[src/rtl/demux_c_pkg.sv]
// Shared constants for the demux_c 1:2 stream demultiplexer.
// Lane identifiers, lane state encoding and default widths.
package demux_c_pkg;

    localparam logic LANE0 = 1'b0;
    localparam logic LANE1 = 1'b1;

    typedef enum logic {
        ST_EMPTY = 1'b0,
        ST_FULL  = 1'b1
    } lane_st_e;

    localparam int DEF_WIDTH = 8;
    localparam int DEF_CW    = 8;

endpackage

[src/rtl/demux_c_lane.sv]
// One demux output lane: single-entry holding register with valid/ready handshake
// and a wrapping delivered-word counter.
//
// state    | meaning
// ---------+--------------------------------------------------------------
// ST_EMPTY | no word held; valid_o=0, data_o keeps the last word
// ST_FULL  | word held on data_o; valid_o=1 until the sink takes it
module demux_c_lane
    import demux_c_pkg::*;
#(
    parameter int WIDTH = DEF_WIDTH,
    parameter int CW    = DEF_CW
) (
    input  logic             clk,
    input  logic             reset,
    input  logic             load_i,
    input  logic [WIDTH-1:0] data_i,
    input  logic             ready_i,
    output logic [WIDTH-1:0] data_o,
    output logic             valid_o,
    output logic             free_o,
    output logic [CW-1:0]    cnt_o
);

    lane_st_e         state_q;
    logic [WIDTH-1:0] data_q;
    logic [CW-1:0]    cnt_q;
    logic             drain;

    assign drain  = (state_q == ST_FULL) && ready_i;
    assign free_o = (state_q == ST_EMPTY) || drain;

    always_ff @(posedge clk or negedge reset) begin
        if (!reset) begin
            state_q <= ST_EMPTY;
            data_q  <= '0;
            cnt_q   <= '0;
        end else begin
            if (load_i) begin
                data_q <= data_i;
            end
            if (drain) begin
                cnt_q <= cnt_q + CW'(1);
            end
            case (state_q)
                ST_EMPTY: begin
                    if (load_i) begin
                        state_q <= ST_FULL;
                    end
                end
                ST_FULL: begin
                    // drain with a simultaneous load stays FULL: no bubble
                    if (drain && !load_i) begin
                        state_q <= ST_EMPTY;
                    end
                end
                default: state_q <= ST_EMPTY;
            endcase
        end
    end

    assign data_o  = data_q;
    assign valid_o = (state_q == ST_FULL);
    assign cnt_o   = cnt_q;

endmodule

[src/rtl/demux_c.sv]
// 1:2 valid/ready demultiplexer: steers the input stream to lane 0 or 1 chosen
// by an external select or an alternating pointer; each lane is a registered stage.
module demux_c
    import demux_c_pkg::*;
#(
    parameter int WIDTH = DEF_WIDTH,
    parameter int CW    = DEF_CW
) (
    input  logic             clk,
    input  logic             reset,
    input  logic [WIDTH-1:0] data_in,
    input  logic             valid_in,
    output logic             ready_out,
    input  logic             sel,
    input  logic             alt_en,
    output logic [WIDTH-1:0] data_out_0,
    output logic             valid_out_0,
    input  logic             ready_in_0,
    output logic [WIDTH-1:0] data_out_1,
    output logic             valid_out_1,
    input  logic             ready_in_1,
    output logic [CW-1:0]    cnt_0,
    output logic [CW-1:0]    cnt_1
);

    logic ptr_q;
    logic eff;
    logic free_0;
    logic free_1;
    logic accept;
    logic load_0;
    logic load_1;

    assign eff = alt_en ? ptr_q : sel;

    // reset term keeps ready_out low while reset is held, even though lanes read free
    assign ready_out = reset && ((eff == LANE1) ? free_1 : free_0);
    assign accept    = valid_in && ready_out;
    assign load_0    = accept && (eff == LANE0);
    assign load_1    = accept && (eff == LANE1);

    always_ff @(posedge clk or negedge reset) begin
        if (!reset) begin
            ptr_q <= LANE0;
        end else if (accept && alt_en) begin
            ptr_q <= ~ptr_q;
        end
    end

    demux_c_lane #(.WIDTH(WIDTH), .CW(CW)) u_lane_0 (
        .clk     (clk),
        .reset   (reset),
        .load_i  (load_0),
        .data_i  (data_in),
        .ready_i (ready_in_0),
        .data_o  (data_out_0),
        .valid_o (valid_out_0),
        .free_o  (free_0),
        .cnt_o   (cnt_0)
    );

    demux_c_lane #(.WIDTH(WIDTH), .CW(CW)) u_lane_1 (
        .clk     (clk),
        .reset   (reset),
        .load_i  (load_1),
        .data_i  (data_in),
        .ready_i (ready_in_1),
        .data_o  (data_out_1),
        .valid_o (valid_out_1),
        .free_o  (free_1),
        .cnt_o   (cnt_1)
    );

endmodule

[config.mk]
export PLATFORM = sky130hd
export DESIGN_NAME = demux_c
export DESIGN_NICKNAME = d
export VERILOG_FILES = /design/src/rtl/demux_c_pkg.sv /design/src/rtl/demux_c_lane.sv /design/src/rtl/demux_c.sv
export SDC_FILE = /design/constraint.sdc
export NUM_CORES = 1
export LEC_CHECK = 0
export BUFFER_PORTS_ARGS = -buffer_cell sky130_fd_sc_hd__buf_2
export CORE_MARGIN = 5
export CORE_UTILIZATION = 35
export CTS_CLUSTER_DIAMETER = 120
export DETAILED_ROUTE_END_ITERATION = 10
export HOLD_SLACK_MARGIN = 0.15
export PLACE_DENSITY_LB_ADDON = 0.08
export SYNTH_ARGS = -nofsm -noshare
export SYNTH_HDL_FRONTEND = slang
export SYNTH_HIERARCHICAL = 1
export SYNTH_SLANG_ARGS = --single-unit
[constraint.sdc]
create_clock -name clk -period 3.4 [get_ports clk]
set_input_delay 0.68 -clock clk [delete_from_list [all_inputs] [get_ports clk]]
set_output_delay 0.68 -clock clk [all_outputs]
set_load 0.1 [all_outputs]
---- After elaboration in Yosys (flattened, before gate mapping) ----
Cells that the tools add are included.
storage, ports and cells
  flip-flop bits (word level) ............. 35
  latch bits .............................. 0
  bits in writable memories ............... 0
  bits in read-only memories .............. 0
  input bits .............................. 15
  output and inout bits ................... 35
  word-level logic and storage cells ...... 34
  memories ................................ 0
operators by class
  $add $sub $neg .......................... 2
  multipliers ............................. 0
  div/mod/pow operators ................... 0
  $lt $le $gt $ge ......................... 0
  equal/unequal tests ..................... 0
  shifts and indexed selects .............. 0
  multiplexer cells ....................... 8
  bitwise logic cells ..................... 4
  reductions and logical operators ........ 13
operators by type and width
  kind                                                           number
  8-bit by 1-bit adder with 8-bit output, second input constant  2
  1-bit logical AND                                              9
  1-bit two-way mux                                              6
  1-bit inverter                                                 4
  1-bit case mux with 2 select lines                             2
  1-bit logical NOT                                              2
  1-bit logical OR                                               2

---- Longest topological paths before layout ----
  word-level depth ........................ 10
  mapped depth ............................ 5
  depth with buffers taken out ............ 4

---- Hierarchy ----
The synthesis kept the hierarchy.
by module, submodules not included
  module        instances  cells each  area each (um2)  seq. area each (um2)
  demux_c_lane  2          49          699.4            425.4
  demux_c       1          11          92.6             25.0

---- Worst setup path after synthesis ----
Ideal clock, no wire load.
  path type ............................... reg-to-output
  start point ............................. register u_lane_0.state_q (netlist: u_lane_0/valid_o)
  end point ............................... output ready_out
  arrival ................................. 2.668 ns
  data required time ...................... 2.720 ns
  slack ................................... 0.052 ns
  stages on the path, launching flop included .. 4
  buffers on the path ..................... 0
  cell sequence ........................... dfrtp_1 -> or2b_1 -> nand2_1 -> mux2i_1
between the ends
  word-level cells in the longest chain between the ends .. 4
  elaborated cells between the ends (all ways) .. 5
  those cells by class .................... mux: 1; bitwise: 1; reduce/logical: 3
ends and longest elaborated chain
  element                                                     RTL line                                source
  from (decl)                                                 demux_c_lane.sv:25                      lane_st_e state_q;
  from (signal assigned)                                      demux_c_lane.sv:35                      state_q <= ST_EMPTY;
  from (signal assigned)                                      demux_c_lane.sv:48                      state_q <= ST_FULL;
  from (signal assigned)                                      demux_c_lane.sv:54                      state_q <= ST_EMPTY;
  1-bit logical AND / 1-bit inverter (equally long branches)  demux_c_lane.sv:30, demux_c_lane.sv:31
  1-bit logical OR *                                          demux_c_lane.sv:31                      assign free_o = (state_q == ST_EMPTY) || drain;
  via free_0                                                  demux_c.sv:28                           logic free_0;
  1-bit two-way mux *                                         demux_c.sv:37                           assign ready_out = reset && ((eff == LANE1) ? free_1 : free_0);
  1-bit logical AND *                                         demux_c.sv:37
  to (decl)                                                   demux_c.sv:13                           output logic ready_out,
Mark *: on every way through the listed nets, which the timed path passes. The rest lies on a longest branch.

---- Final worst setup path ----
  start point ............................. input alt_en
  end point ............................... output ready_out
between the ends
  word-level cells in the longest chain between the ends .. 3
ends and longest elaborated chain
  element            RTL line       source
  from (decl)        demux_c.sv:15  input logic alt_en,
  1-bit two-way mux  demux_c.sv:34  assign eff = alt_en ? ptr_q : sel;
  1-bit two-way mux  demux_c.sv:37
  1-bit logical AND  demux_c.sv:37
Every way passes these cells.

==> summary.md <==
| Metric | Value |
|---|---|
| Data arrival, critical path | 1770 ps |
| Fin cells | 215 |
| Initial DRC count | 23 |
| R2r startpoint | u_lane_1/valid_o |
| DIE HEIGHT | 75.3 um |
| Setup violations, final | 0 |
| # H-tree levels | 2 |
| Rows | 23 |
| Number of buffers created by CTS | 5 |
| Startpoint Class | primary input |
| Worst Max-Slew Pin Slew | 767 ps |
| Synthesized flop and latch total | 35 |
| I/O Pins | 50 |
| Inst Count DP | around 210 |
| First-pass GRT wire length | 5130 um |
| R2R Path End | u_lane_1/data_o[0] |
| Max_slew headroom | 48.7% |
| Hold_buf cts | 0 |
| R2R setup slack | 1520 ps |
| Yosys top cell area share | between 50 and 60% |
| Total wire length | between 3000 and 4000 um |
| Worst Setup End Kind | primary output |
| Syn Area/Cell | 13.7 um^2 |
| Clock Root Buffer | clkbuf_8 |
| Worst Setup EP | ready_out |
| Syn_nets | 126 |
| Outcome | complete, no violations |
| Fin. max-slew vios | 0 |
| Final min period | 2450 ps |
| # Max-Cap Violations | 0 |
| Wirelength per Cell | around 14 um |
| Worst hold path class | in2async |
| Vias in the first global route | approximately 1100 |
| Top cells by area, synth | dfrtp_1 59%, mux2_2 14%, xor2_1 5.9% |
| Top cell type by total area after synthesis | dfrtp_1 |
| Antenna viol nets, final | 0 |
| PostCTS Resize Cnt | 0 |
| Gr ovfl total | 0 |
| CTS tree | built |
| Clk Latency, worst-skew pair | 290 ps |
| Fill cells | 385 |
| Unique cell type count in the Yosys netlist | 21 |
| Worst reg-to-reg path cell count | 4 |
| Drt first pass iters | 2 |
| Die X | 75.3 um |
| Die ar. | around 5700 um^2 |
| Post-CTS Setup Bufs | 0 |
| Clock skew | 8.46 ps |
| Clock sinks | 35 |
| Via count | 1013 |
| Pin count of the biggest net entering global routing | 30 |
| Sequential share of the synthesized area | 58.7% |
| Initial Utilization | between 30% and 40% |
| Synthesized area | 1490 um^2 |
| Core area | 4060 um^2 |
| Fin. Hold Viols | 0 |
| Tcrit/Tclk final | approximately 72% |
| I/O Buffers | 49 |
| Worst path required time | 2720 ps |
| DP Wirelength | 2260 um |
| Post-route DRC | 0 |
| # nets final | 181 |
| Fmax | ~0.41 GHz |
| RSZ-0062 raised after global routing | false |
| GP Congestion | 0.766 |
| Crit path launch | alt_en |
| CP Max Fanout | 3 |
| Layout area overhead | 25.9% |
| Antenna violations before repair | 0 |
| Finished Core Util | a little under half |
| ANT cells | 0 |
| All-Layer GR Usage | 12.3% |
| Fraction of layout cells with a size suffix above 1 | between 50% and 60% |
| Setup TNS after final layout | 0 ps |
| Syn Inst Count | ~110 |
| CTS Buffer Depth | 2 |
| WS Path Type | in2out |
| Vias/cell | 4.71 |
| Yosys Warn Count | 6 |
| Clk slew on worst S/H paths | 70 ps |
==> kinds of logic after synthesis <==
kind of cell / count (synthesis) / synth area share, %
adders and majority gates: 2 / 1.68
DFF: 35 / 58.7
xor gates and xnor gates: 14 / 8.22
muxes: 20 / 14.9
and+or+nand+nor: 34 / 14.8
AOI/OAI and AO/OA: 2 / 1.01
buffers and inverters: 2 / 0.671
==> critical path, cell delays in order <==
cell     delay [ps]
buf_2           100
mux2i_1         310
mux2i_1         230
buf_2           450
==> how the worst min path moves through the flow <==
stage / start / end / slack, ps / cells past startpoint
after floorplan: reset / ptr_q / 380 / 0
after detailed placement: u_lane_1/cnt_o[7] / u_lane_1/cnt_o[7] / 450 / 1
after CTS: reset / u_lane_1/data_o[1] / 260 / 1
after global placement: u_lane_0/cnt_o[7] / u_lane_0/cnt_o[7] / 450 / 1
final: reset / u_lane_1/data_o[6] / 260 / 1
after global routing: reset / u_lane_1/data_o[1] / 260 / 1
==> metal layers <==
metal / GRT usage, % / vias up / wire length (um)
met5: 0 / - / 0
met4: 4.66 / 0 / 55
met3: 5.61 / 6 / 236
met2: 19.5 / 31 / 1450
met1: 14.6 / 489 / 1360
li1: - / 487 / -
==> synth_stat cells, drive strengths merged <==
| library cell | instances |
|---|---|
| nor4 | 2 |
| nand2 | 12 |
| and3 | 1 |
| dfrtp | 35 |
| nor2 | 5 |
| nand3 | 5 |
| nand2b | 2 |
| ha | 2 |
| buf | 2 |
| nor3 | 4 |
| xnor2 | 4 |
| or2b | 2 |
| mux2 | 18 |
| xor2 | 10 |
| a41oi | 1 |
| a31oi | 1 |
| and4 | 1 |
| mux2i | 2 |
==> placed cells by master (no fill, tap or decap), drive strengths merged <==
cell,instances
a31oi,1
nor4,2
nand2b,2
or2b,2
mux2,18
ha,2
and4,1
nor2,5
dfrtp,35
a41oi,1
xnor2,4
clkinv,1
nand2,12
clkbuf,7
mux2i,2
nand3,5
buf,50
xor2,10
nor3,4
and3,1
==> area by class of cell <==
| cell class | count | area (um^2) | share of cell area [%] |
|---|---|---|---|
| multi-input combinational | 72 | 606 | 32.2 |
| tap | 50 | 62.6 | 3.33 |
| sequential | 35 | 876 | 46.6 |
| clock buffer | 7 | 76.3 | 4.06 |
| timing repair buffer | 50 | 253 | 13.5 |
| clock inverter | 1 | 5.00 | 0.266 |
==> per-stage QoR <==
stage / cell area, um^2 / hold slack [ps] / setup WS (ps)
final: 1880 / 260 / 952
after global routing: 1880 / 264 / 883
after CTS: 1880 / 255 / 943
after detailed placement: 1800 / 453 / 948
after global placement: 1800 / 452 / 969
after floorplan: 1490 / 384 / 51.8
==> flip-flops by register name, indices dropped and copies added, names as in the netlist <==
register	flops
u_lane_0/cnt_o	8
u_lane_1/valid_o	1
ptr_q	1
u_lane_0/valid_o	1
u_lane_0/data_o	8
u_lane_1/cnt_o	8
u_lane_1/data_o	8
Power is not shown: default switching activity piles up to over one toggle a cycle in this logic, so the estimate is an artifact.
